--- src/rtl/ir_pkg.sv ---
// Shared definitions for the IR burst link: FSM state codes, default nominal
// timings and the tolerance-window helpers used by receiver and transmitter.
package ir_pkg;

   // Receiver FSM state codes
   localparam logic [2:0] IDLE       = 3'd0;
   localparam logic [2:0] LEAD_MARK  = 3'd1;
   localparam logic [2:0] LEAD_SPACE = 3'd2;
   localparam logic [2:0] BIT_MARK   = 3'd3;
   localparam logic [2:0] BIT_SPACE  = 3'd4;
   localparam logic [2:0] STOP_MARK  = 3'd5;

   typedef logic [2:0]  ir_state_t;
   typedef logic [15:0] width_t;      // measured pulse widths, in microseconds

   // Default nominal timings of the link (microseconds unless noted)
   localparam int DEF_CYCLES_PER_US   = 100;
   localparam int DEF_GLITCH_CYCLES   = 200;
   localparam int DEF_LEADER_MARK_US  = 9000;
   localparam int DEF_LEADER_SPACE_US = 4500;
   localparam int DEF_BIT_MARK_US     = 560;
   localparam int DEF_ZERO_SPACE_US   = 560;
   localparam int DEF_ONE_SPACE_US    = 1690;
   localparam int DEF_NUM_BITS        = 8;
   localparam int DEF_TOL_PCT         = 25;
   localparam int DEF_TIMEOUT_US      = 20000;

   // Lower acceptance bound of a window around a nominal width (truncating)
   function automatic width_t win_lo(input int nom, input int tol_pct);
      return width_t'((nom * (100 - tol_pct)) / 100);
   endfunction

   // Upper acceptance bound of a window around a nominal width (truncating)
   function automatic width_t win_hi(input int nom, input int tol_pct);
      return width_t'((nom * (100 + tol_pct)) / 100);
   endfunction

   // Inclusive window test
   function automatic logic in_window(input width_t w, input width_t lo, input width_t hi);
      return (w >= lo) && (w <= hi);
   endfunction

endpackage

--- src/rtl/ir_glitch_filter.sv ---
// Input conditioning for the IR receiver pin: two-flop synchronizer,
// polarity normalisation (mark = 1) and a stable-count glitch filter.
// The filtered level only follows the raw input after GLITCH_CYCLES
// consecutive cycles of disagreement, so shorter pulses never get through.
// rise_out/fall_out are single-cycle pulses aligned with the level change.
module ir_glitch_filter
   import ir_pkg::*;
#(
   parameter int GLITCH_CYCLES = DEF_GLITCH_CYCLES,
   parameter bit ACTIVE_LOW    = 1'b1
)(
   input  logic clk_in,
   input  logic rst_in,
   input  logic raw_in,
   output logic level_out,
   output logic rise_out,
   output logic fall_out
);

   localparam int            CNT_W    = $clog2(GLITCH_CYCLES + 1);
   localparam logic [CNT_W-1:0] CNT_LAST = CNT_W'(GLITCH_CYCLES - 1);
   // Raw pin level while no carrier is present; synchronizer resets to it
   localparam logic          RAW_IDLE = ACTIVE_LOW ? 1'b1 : 1'b0;

   logic             sync1_q, sync1_d;
   logic             sync2_q, sync2_d;
   logic             level_q, level_d;
   logic             rise_q, rise_d;
   logic             fall_q, fall_d;
   logic [CNT_W-1:0] cnt_q, cnt_d;
   logic             mark_raw;

   // Synchronizer stage and polarity normalisation
   always_comb begin
      sync1_d  = raw_in;
      sync2_d  = sync1_q;
      mark_raw = ACTIVE_LOW ? ~sync2_q : sync2_q;
   end

   // Stable-count filter: flip the level once the input has disagreed long enough
   always_comb begin
      level_d = level_q;
      cnt_d   = '0;
      rise_d  = 1'b0;
      fall_d  = 1'b0;
      if (mark_raw != level_q) begin
         if (cnt_q == CNT_LAST) begin
            level_d = mark_raw;
            rise_d  = mark_raw;
            fall_d  = ~mark_raw;
         end else begin
            cnt_d = cnt_q + CNT_W'(1);
         end
      end
   end

   // Filter state registers; the filtered level resets to space
   always_ff @(posedge clk_in) begin
      if (rst_in) begin
         sync1_q <= RAW_IDLE;
         sync2_q <= RAW_IDLE;
         level_q <= 1'b0;
         cnt_q   <= '0;
         rise_q  <= 1'b0;
         fall_q  <= 1'b0;
      end else begin
         sync1_q <= sync1_d;
         sync2_q <= sync2_d;
         level_q <= level_d;
         cnt_q   <= cnt_d;
         rise_q  <= rise_d;
         fall_q  <= fall_d;
      end
   end

   assign level_out = level_q;
   assign rise_out  = rise_q;
   assign fall_out  = fall_q;

endmodule

--- src/rtl/ir_burst_receiver.sv ---
// Pulse-width-coded IR frame receiver. A frame is a leader mark/space,
// NUM_BITS bit cells (mark + space whose width codes the bit, LSB first)
// and a closing stop mark. Every mark/space width is measured in
// microseconds and judged against a tolerance window when it ends.
module ir_burst_receiver
   import ir_pkg::*;
#(
   parameter int CYCLES_PER_US   = DEF_CYCLES_PER_US,
   parameter bit ACTIVE_LOW      = 1'b1,
   parameter int GLITCH_CYCLES   = DEF_GLITCH_CYCLES,
   parameter int LEADER_MARK_US  = DEF_LEADER_MARK_US,
   parameter int LEADER_SPACE_US = DEF_LEADER_SPACE_US,
   parameter int BIT_MARK_US     = DEF_BIT_MARK_US,
   parameter int ZERO_SPACE_US   = DEF_ZERO_SPACE_US,
   parameter int ONE_SPACE_US    = DEF_ONE_SPACE_US,
   parameter int NUM_BITS        = DEF_NUM_BITS,
   parameter int TOL_PCT         = DEF_TOL_PCT,
   parameter int TIMEOUT_US      = DEF_TIMEOUT_US
)(
   input  logic                clk_in,
   input  logic                rst_in,
   input  logic                ir_in,
   output logic [NUM_BITS-1:0] data_out,
   output logic                valid_out,
   output logic                error_out,
   output logic                busy_out
);

   // Acceptance windows, fixed at elaboration
   localparam width_t LM_LO = win_lo(LEADER_MARK_US, TOL_PCT);
   localparam width_t LM_HI = win_hi(LEADER_MARK_US, TOL_PCT);
   localparam width_t LS_LO = win_lo(LEADER_SPACE_US, TOL_PCT);
   localparam width_t LS_HI = win_hi(LEADER_SPACE_US, TOL_PCT);
   localparam width_t BM_LO = win_lo(BIT_MARK_US, TOL_PCT);
   localparam width_t BM_HI = win_hi(BIT_MARK_US, TOL_PCT);
   localparam width_t ZS_LO = win_lo(ZERO_SPACE_US, TOL_PCT);
   localparam width_t ZS_HI = win_hi(ZERO_SPACE_US, TOL_PCT);
   localparam width_t OS_LO = win_lo(ONE_SPACE_US, TOL_PCT);
   localparam width_t OS_HI = win_hi(ONE_SPACE_US, TOL_PCT);
   localparam width_t WIDTH_MAX = width_t'(TIMEOUT_US);

   localparam int                PRESC_W    = (CYCLES_PER_US > 1) ? $clog2(CYCLES_PER_US) : 1;
   localparam logic [PRESC_W-1:0] PRESC_LAST = PRESC_W'(CYCLES_PER_US - 1);
   localparam int                BCNT_W     = $clog2(NUM_BITS + 1);
   localparam logic [BCNT_W-1:0] BCNT_LAST  = BCNT_W'(NUM_BITS - 1);

   // Filtered input
   logic f_level, f_rise, f_fall;

   // Timebase
   logic [PRESC_W-1:0] presc_q, presc_d;
   width_t             width_q, width_d;
   width_t             width_inc;
   logic               us_tick;
   logic               lvl_edge, mark_end, space_end;

   // Frame decoding
   ir_state_t          state_q, state_d;
   logic [NUM_BITS-1:0] shift_q, shift_d;
   logic [BCNT_W-1:0]  bcnt_q, bcnt_d;
   logic [NUM_BITS-1:0] data_q, data_d;
   logic               valid_q, valid_d;
   logic               error_q, error_d;
   logic               abort;
   logic               bit_ok;
   logic               bit_val;

   ir_glitch_filter #(
      .GLITCH_CYCLES (GLITCH_CYCLES),
      .ACTIVE_LOW    (ACTIVE_LOW)
   ) u_filter (
      .clk_in    (clk_in),
      .rst_in    (rst_in),
      .raw_in    (ir_in),
      .level_out (f_level),
      .rise_out  (f_rise),
      .fall_out  (f_fall)
   );

   // Prescaler and saturating width counter, both restarted by every filtered edge.
   // width_inc includes the tick of the current cycle, so an edge-to-edge
   // interval of exactly N us is judged as N.
   always_comb begin
      lvl_edge  = f_rise | f_fall;
      mark_end  = lvl_edge & ~f_level;
      space_end = lvl_edge & f_level;
      us_tick   = (presc_q == PRESC_LAST);
      presc_d   = (lvl_edge || us_tick) ? '0 : presc_q + PRESC_W'(1);
      width_inc = (us_tick && (width_q < WIDTH_MAX)) ? width_q + 16'd1 : width_q;
      width_d   = lvl_edge ? '0 : width_inc;
   end

   // Frame FSM: judge each mark/space on the edge that ends it
   always_comb begin
      state_d = state_q;
      shift_d = shift_q;
      bcnt_d  = bcnt_q;
      data_d  = data_q;
      valid_d = 1'b0;
      error_d = 1'b0;
      abort   = 1'b0;
      bit_ok  = 1'b0;
      bit_val = 1'b0;

      case (state_q)
         IDLE: begin
            // Only a fresh mark start arms the decoder; a mark already in
            // progress is ignored until it ends.
            if (space_end) state_d = LEAD_MARK;
         end
         LEAD_MARK: begin
            // A bad leader is treated as noise: back to idle without an error
            if (mark_end) begin
               state_d = in_window(width_inc, LM_LO, LM_HI) ? LEAD_SPACE : IDLE;
            end
         end
         LEAD_SPACE: begin
            if (space_end) begin
               if (in_window(width_inc, LS_LO, LS_HI)) state_d = BIT_MARK;
               else                                     abort   = 1'b1;
            end
         end
         BIT_MARK: begin
            if (mark_end) begin
               if (in_window(width_inc, BM_LO, BM_HI)) state_d = BIT_SPACE;
               else                                     abort   = 1'b1;
            end
         end
         BIT_SPACE: begin
            if (space_end) begin
               if (in_window(width_inc, ZS_LO, ZS_HI)) begin
                  bit_ok  = 1'b1;
                  bit_val = 1'b0;
               end else if (in_window(width_inc, OS_LO, OS_HI)) begin
                  bit_ok  = 1'b1;
                  bit_val = 1'b1;
               end else begin
                  abort = 1'b1;
               end
               if (bit_ok) begin
                  // LSB arrives first, so shift in from the top
                  shift_d = {bit_val, shift_q[NUM_BITS-1:1]};
                  if (bcnt_q == BCNT_LAST) begin
                     bcnt_d  = '0;
                     state_d = STOP_MARK;
                  end else begin
                     bcnt_d  = bcnt_q + BCNT_W'(1);
                     state_d = BIT_MARK;
                  end
               end
            end
         end
         STOP_MARK: begin
            if (mark_end) begin
               if (in_window(width_inc, BM_LO, BM_HI)) begin
                  data_d  = shift_q;
                  valid_d = 1'b1;
                  shift_d = '0;
                  state_d = IDLE;
               end else begin
                  abort = 1'b1;
               end
            end
         end
         default: state_d = IDLE;
      endcase

      // A mark or space that has run to the limit kills the frame
      if ((state_q != IDLE) && (width_q >= WIDTH_MAX)) abort = 1'b1;

      if (abort) begin
         state_d = IDLE;
         shift_d = '0;
         bcnt_d  = '0;
         valid_d = 1'b0;
         error_d = 1'b1;
      end
   end

   // State, timebase and output registers
   always_ff @(posedge clk_in) begin
      if (rst_in) begin
         presc_q <= '0;
         width_q <= '0;
         state_q <= IDLE;
         shift_q <= '0;
         bcnt_q  <= '0;
         data_q  <= '0;
         valid_q <= 1'b0;
         error_q <= 1'b0;
      end else begin
         presc_q <= presc_d;
         width_q <= width_d;
         state_q <= state_d;
         shift_q <= shift_d;
         bcnt_q  <= bcnt_d;
         data_q  <= data_d;
         valid_q <= valid_d;
         error_q <= error_d;
      end
   end

   assign data_out  = data_q;
   assign valid_out = valid_q;
   assign error_out = error_q;
   assign busy_out  = (state_q != IDLE);

endmodule

--- config.mk ---
export PLATFORM = sky130hd
export DESIGN_NAME = ir_burst_receiver
export DESIGN_NICKNAME = d
export VERILOG_FILES = /design/src/rtl/ir_pkg.sv /design/src/rtl/ir_glitch_filter.sv /design/src/rtl/ir_burst_receiver.sv
export SDC_FILE = /design/constraint.sdc
export NUM_CORES = 1
export LEC_CHECK = 0
export CORE_ASPECT_RATIO = 0.8
export CORE_UTILIZATION = 45
export DETAILED_ROUTE_END_ITERATION = 6
export PLACE_DENSITY = 0.74
export SYNTH_ARGS = -nofsm -noshare
export SYNTH_HDL_FRONTEND = slang
export SYNTH_SLANG_ARGS = --single-unit
--- constraint.sdc ---
create_clock -name clk_in -period 3.4 [get_ports clk_in]
set_input_delay 0.51 -clock clk_in [delete_from_list [all_inputs] [get_ports clk_in]]
set_output_delay 0.51 -clock clk_in [all_outputs]
set_load 0.03 [all_outputs]
Word-level counts from Yosys, hierarchy flattened
Index checks and enable logic that the tools add are counted.
Widths: inputs -> output; s select.

operators by class
  add/sub/neg operators = 4
  bitwise gates (word level) = 9
  order comparisons = 10
  equality and inequality tests = 19
  muxes and demuxes = 36
  reduce and logical (&&, ||, !) cells = 22

operators by type and width
  cell                   number
  $mux 3                 11
  $mux 8                 4
  $ne 2x2->1 const B     10
  $pmux 3 s6             1
  $add 16x1->16 const B  1
  $ge 16x11->1 const B   1
  $ge 16x12->1 const B   1
  $ge 16x13->1 const B   1
  $ge 16x15->1 const B   1
  $ge 16x9->1 const B    1
  $le 16x10->1 const B   1
  $le 16x12->1 const B   1
  $le 16x13->1 const B   1
  $le 16x14->1 const B   1
  $lt 16x15->1 const B   1
  $mux 16                1
  $pmux 8 s2             1
  $mux 1                 15
  $reduce_and 10->1      1
  $add 8x1->8 const B    1
  $eq 8x8->1 const B     1
  $reduce_or 2->1        4
  $add 7x1->7 const B    1
  $eq 7x7->1 const B     1
  22 further kinds       37

storage, ports and cells
  input port bits = 3
  output and inout port bits = 11
  word-level logic and storage cells = 114
  register bits = 61

Logic depth before layout (Yosys ltp)
  depth in word-level cells = 12
  depth in mapped cells = 15
  mapped depth without buffers = 11

By module
From an unflattened synthesis, not the netlist that was laid out.

second synthesis, totals
  cells, all modules = 492
  area, all modules = 3,872.5 µm²

by module, submodules not included
  module             area each (µm²)  sequential area each (µm²)  cells an instance  instances
  ir_burst_receiver  3,380.7          960.9                       439                1
  ir_glitch_filter   491.7            260.2                       53                 1

Least setup slack after synthesis
No wires, ideal clock.

  kind = reg2reg
  start = register presc_q[4]
  end = register shift_q[2]
  slack = -0.326 ns
  required time = 3.334 ns
  path buffers = 4
  arrival time = 3.660 ns
  library setup time = 0.066 ns
  period minus slack after synthesis = 3.726 ns
  stages on the path, launching flop included = 15
  path through = dfxtp_1 or4b_4 or4_1 buf_2 or4_1 buf_2 xor2_1 nor3_2 o2111ai_1 a211o_1 a32oi_2 nand4bb_1 buf_2 buf_6 a21oi_2

on the way
  longest elaborated chain between the ends = 11
  elaborated cells between the ends (all ways) = 29
  those cells by class = order compare (6); eq/ne (3); mux (14); reduce/logical (6)

ends and longest elaborated chain
  what                                                                  RTL line                  source
  start: declaration                                                    ir_burst_receiver.sv:51   logic [PRESC_W-1:0] presc_q, presc_d;
  start signal: assignment                                              ir_burst_receiver.sv:192  presc_q <= presc_d;
  $eq 7x7->1 (*)                                                        ir_burst_receiver.sv:87   us_tick = (presc_q == PRESC_LAST);
  $logic_and 1x1->1 (*)                                                 ir_burst_receiver.sv:89   width_inc = (us_tick && (width_q < WIDTH_MAX)) ? width_q + 16'd1 : width_q;
  $mux 16 (*)                                                           ir_burst_receiver.sv:89
  $ge 16x11->1 or $le 16x12->1 (tied branches)                          ir_pkg.sv:40              return (w >= lo) && (w <= hi);
  $logic_and 1x1->1                                                     ir_pkg.sv:40
  $mux 1                                                                ir_burst_receiver.sv:134  end else if (in_window(width_inc, OS_LO, OS_HI)) begin
  $mux 1                                                                ir_burst_receiver.sv:131  if (in_window(width_inc, ZS_LO, ZS_HI)) begin
  $mux 1                                                                ir_burst_receiver.sv:130  if (space_end) begin
  $mux 1 or $pmux 1 s3 (tied branches)                                  ir_burst_receiver.sv:105  case (state_q)
  $ne 2x2->1 (no source line) or $mux 1 (tied branches)                 n/a
  $reduce_and 5->1 (no source line) or $reduce_or 2->1 (tied branches)  n/a
  end signal: assignment                                                ir_burst_receiver.sv:195  shift_q <= shift_d;
  end: declaration                                                      ir_burst_receiver.sv:59   logic [NUM_BITS-1:0] shift_q, shift_d;

Every way passes the cells marked *; elsewhere a longest branch is shown, timed or not. The select of a mux whose other input is x is not followed.
A chain may end at the register's enable or synchronous reset.

Final worst setup path
  start = register presc_q[2]
  end = register bcnt_q[3]

on the way
  longest elaborated chain between the ends = 11
  elaborated cells between the ends (all ways) = 27
  those cells by class = order compare (6); eq/ne (1); mux (14); reduce/logical (6)

ends and longest elaborated chain
  what                                          RTL line                  source
  $eq 7x7->1 (*)                                ir_burst_receiver.sv:87
  $logic_and 1x1->1 (*)                         ir_burst_receiver.sv:89
  $mux 16 (*)                                   ir_burst_receiver.sv:89
  $ge 16x11->1 or $le 16x12->1 (tied branches)  ir_pkg.sv:40
  $logic_and 1x1->1                             ir_pkg.sv:40
  $mux 1                                        ir_burst_receiver.sv:134
  $mux 1                                        ir_burst_receiver.sv:131
  $mux 1                                        ir_burst_receiver.sv:130
  $pmux 1 s3                                    ir_burst_receiver.sv:105
  $mux 1                                        ir_burst_receiver.sv:169  if ((state_q != IDLE) && (width_q >= WIDTH_MAX)) abort = 1'b1;
  $reduce_or 2->1 (no source line)              n/a
  end signal: assignment                        ir_burst_receiver.sv:196  bcnt_q <= bcnt_d;
  end: declaration                              ir_burst_receiver.sv:60   logic [BCNT_W-1:0] bcnt_q, bcnt_d;

Marks and branches as above.

==> metrics.md <==
| Metric | Value |
|---|---|
| Seq/Total Area, Yosys | 0.328 |
| RSZ-0062 raised after global routing | true |
| # rows | 29 |
| Vias in the first global route | 3682 |
| CTS Buf Count | 9 |
| Total power divided by cell area | 275 nW/µm² |
| Proportion of synthesized area in mux cells | 0.0440 |
| Initial antenna violation count | 0 |
| Io pins | 14 |
| Count of input and output buffers | 13 |
| Worst Path Arrival | between 3 and 4 ns |
| Sw Pwr | roughly 0.34 mW |
| Worst Setup End Kind | flip-flop |
| Logic pwr share | 0.023 |
| Synth Flop Type | dfxtp_1 |
| Initial drt markers | approximately 340 |
| Initial core utilization | 0.467 |
| Worst reg2reg setup slack | -0.29 ns |
| Post-Synth Adder-Cell Area | 0.0168 |
| Final Setup Violations | 24 |
| Tmin final | around 3.7 ns |
| Core Area | between 7000 and 8000 µm² |
| DRT antenna net count | 0 |
| Global-route wire length before repair | between 15000 and 20000 µm |
| Flops & latches, synth | 61 |
| Hold slack | about 0.42 ns |
| Net count, final | 579 |
| Layout area overhead | 37.8% |
| Pins over their slew limit | 0 |
| Clock root cell | clkbuf_8 |
| Largest family of logic cells by synthesized area | simple AND/OR/NAND/NOR gates |
| CP Class | reg -> reg |
| FF-to-FF path depth | 10 |
| Largest net degree at the start of global routing | 18 |
| H-tree lvl count | 3 |
| Share of the synthesized area in the top cell type | 0.328 |
| Via density | approximately 5.8 |
| DP Area | 4740 µm² |
| Pint | ~1.1 mW |
| Peak Freq | 271 MHz |
| Switching share of power | 0.241 |
| Rel. slew slack | 0.578 |
| Failing checks | negative setup slack |
| Hold depth | 1 |
| DRT Pass-1 Iters | 5 |
| Count of cell types in the netlist | 70 |
| Yosys Warn Count | 0 |
| Slew @ Worst Pin | ~0.63 ns |
| CP startpoint kind | flip-flop |
| Die height | 83.4 µm |
| Critical Path RT | roughly 3.7 ns |
| Fillers | between 600 and 700 |
| Clock Power Share | 0.468 |
| Final Hold Viols | 0 |
| CTS Sinks | 61 |
| LEAKAGE | 1.96 nW |
| Period utilisation layout | 1.09 |
| Share of cells above drive strength 1 | 0.307 |
| Status | finished with violations |
| Max-Cap Viols | 0 |
| Remaining DRCs | 0 |
| CP max FO | 5 |
| Clk slew on worst S/H paths | ~0.070 ns |
| Die ar. | between 8000 and 9000 µm² |
| Worst-Skew Late Latency | 0.35 ns |
| Compound-Gate Fraction of Synth Area | 0.196 |
| Worst VDD drop | about 0.26 mV |
| Worst reg2reg endpoint | bcnt_q[3]$_SDFFE_PP0P_ |
| Top cell type by total area after synthesis | dfxtp_1 |
| HP Start | u_filter.sync1_q$_SDFF_PP1_ |
| Post-synthesis simple-gate area fraction | 0.297 |
| Final instance area | ~5000 µm² |
| Final Skew | between 0.01 and 0.015 ns |
| Wirelength per Cell | around 17 µm |
| Synth Instances | around 470 |
| Die W | around 100 µm |
| Netlist Area Pre-Place | between 3000 and 4000 µm² |
| Fin worst setup slack | -0.291 ns |
| Fraction of registers with async set/reset | 0 |
| Gr usage total | 0.268 |
| Antenna fix cells | 0 |
| Post-Synth XOR/XNOR Area | 0.0726 |
| CTS Buffer Depth | 2 |
| Placer Congestion | between 0.9 and 1 |
| Worst Hold End | u_filter.sync2_q$_SDFF_PP1_ |
| Dpl hpwl | approximately 8500 µm |
| Beginning of the worst register-to-register path | presc_q[2]$_SDFF_PP0_ |
| Number of flops mapped to enable cells by yosys | 0 |
| Syn Area/Cell | roughly 8 µm² |
| CTS tree | done |
| WL final | around 11000 µm |
| Net Count, Synth | roughly 470 |
| Synth top area cells | dfxtp_1 33%, nor2_1 6.8%, xnor2_1 3.5% |
| Grt ovf | 0 |
| Hold crit path type | reg -> reg |
| Register share of total power | 0.510 |
| Vias | slightly below 4000 |
[through the flow]
stage | utilization | total power, mW | worst slack (ns) | cells | setup TNS [ns]
4_1_cts | 0.633 | 1.43 | -0.246 | 680 | -3.29
3_5_place_dp | 0.594 | 0.768 | -0.435 | 661 | -5.90
2_1_floorplan | - | 0.756 | -0.153 | 465 | -1.93
3_3_place_gp | 0.594 | 0.766 | -0.286 | 661 | -4.57
6_report | 0.643 | 1.41 | -0.291 | 684 | -3.43
5_1_grt | 0.643 | 1.46 | -0.403 | 684 | -5.74
[repair_timing]
item / in CTS / in global routing
setup endpoints to repair: 25 / 25
resized for setup: 16 / 9
setup buffers: 3 / 5
hold buffers: 0 / 0
pin swaps: 2 / 9
[power groups by stage]
stage	Clock [mW]	Combinational, mW	Sequential [mW]
final	0.661	0.0323	0.721
after detailed placement	0	0.0304	0.737
after CTS	0.674	0.0320	0.721
after global placement	0	0.0293	0.737
after global routing	0.704	0.0365	0.721
after floorplan	0	0.0184	0.737
[worst max-delay path by stage]
stage / from / to / slack, ns / depth (start not counted)
6_report: presc_q[2]$_SDFF_PP0_ / bcnt_q[3]$_SDFFE_PP0P_ / -0.29 / 10
3_3_place_gp: presc_q[2]$_SDFF_PP0_ / bcnt_q[3]$_SDFFE_PP0P_ / -0.29 / 11
3_5_place_dp: presc_q[2]$_SDFF_PP0_ / bcnt_q[3]$_SDFFE_PP0P_ / -0.43 / 11
5_1_grt: presc_q[2]$_SDFF_PP0_ / bcnt_q[3]$_SDFFE_PP0P_ / -0.40 / 10
2_1_floorplan: presc_q[2]$_SDFF_PP0_ / shift_q[2]$_SDFFE_PP0P_ / -0.15 / 14
4_1_cts: presc_q[2]$_SDFF_PP0_ / bcnt_q[3]$_SDFFE_PP0P_ / -0.25 / 11
[flip-flops by register name, indices dropped and copies added, names as in the netlist]
register / count
bcnt_q: 4
width_q: 16
data_out: 8
shift_q: 8
u_filter.sync2_q: 1
u_filter.level_out: 1
u_filter.sync1_q: 1
u_filter.rise_out: 1
error_out: 1
state_q: 3
u_filter.fall_out: 1
u_filter.cnt_q: 8
presc_q: 7
valid_out: 1
[routing by layer]
metal | part of all wire | track usage | vias to the layer above | wire length (µm)
met1 | 0.47 | 0.384 | 1875 | 5300
met3 | 0.083 | 0.0667 | 13 | 946
met4 | 0.014 | 0.0727 | 0 | 162
met5 | 0 | 0 | - | 0
li1 | - | - | 1917 | -
met2 | 0.43 | 0.397 | 160 | 4930
[worst max-delay path, stage by stage, from the launching register on]
cell and delay (ns):
dfxtp_2 0.32, or4b_4 0.56, or4_4 0.51, or4_4 0.51, xor2_4 0.19, nor3_2 0.14, o2111ai_2 0.20, a211oi_2 0.36
o21ai_1 0.13, or4_1 0.51, a21oi_1 0.18
[Yosys cell counts (6+ instances only)]
master / n
a211oi_1: 7
a21oi_1: 24
a31oi_1: 7
and3_1: 9
clkbuf_1: 26
dfxtp_1: 61
inv_1: 8
mux2i_1: 13
nand2_1: 28
nand2b_1: 6
nand3_1: 26
nand4_1: 9
nor2_1: 67
nor3_1: 13
nor3b_1: 6
nor4_1: 8
o21ai_0: 6
or3_1: 8
or4_1: 6
xnor2_1: 15
xor2_1: 14
[layout make-up]
cell class              count  area, µm²  share of cell area
clock buffers               9        124              0.0241
inverters                   8       30.0             0.00585
well taps                 108        135              0.0263
repair buffers            128       1050               0.204
flip-flops and latches     61       1220               0.238
multi-input cells         363       2500               0.487
clock inverters             7       75.1              0.0146
[layout by cell type, fill, tap and decap left out, types with 4 or more instances in the layout]
cell type	n
nor3b_1	6
or3_1	8
xnor2_1	14
inv_1	8
nand3_1	26
buf_4	108
mux2i_1	12
and3_1	9
or2_2	5
nand2_1	28
clkdlybuf4s50_1	13
xor2_1	13
or4_1	4
a31oi_1	7
a21oi_1	23
nor4_1	6
buf_6	4
nor2_1	66
dfxtp_1	60
nand4_1	9
a21oi_2	6
clkbuf_8	9
nor3_1	11
ha_1	5
o21ai_0	6
a211oi_1	4
nor2b_1	5
nand2b_1	6
[cells by family (layout without fill, tap and decap cells)]
group | after synthesis | count (layout)
AOI/OAI and AO/OA | 100 | 100
xor gates and xnor gates | 30 | 30
adders and majority gates | 5 | 5
buffers and inverters | 41 | 152
DFF | 61 | 61
muxes | 16 | 16
and+or+nand+nor | 212 | 212
Note: power is estimated with default switching activity, not from simulation.
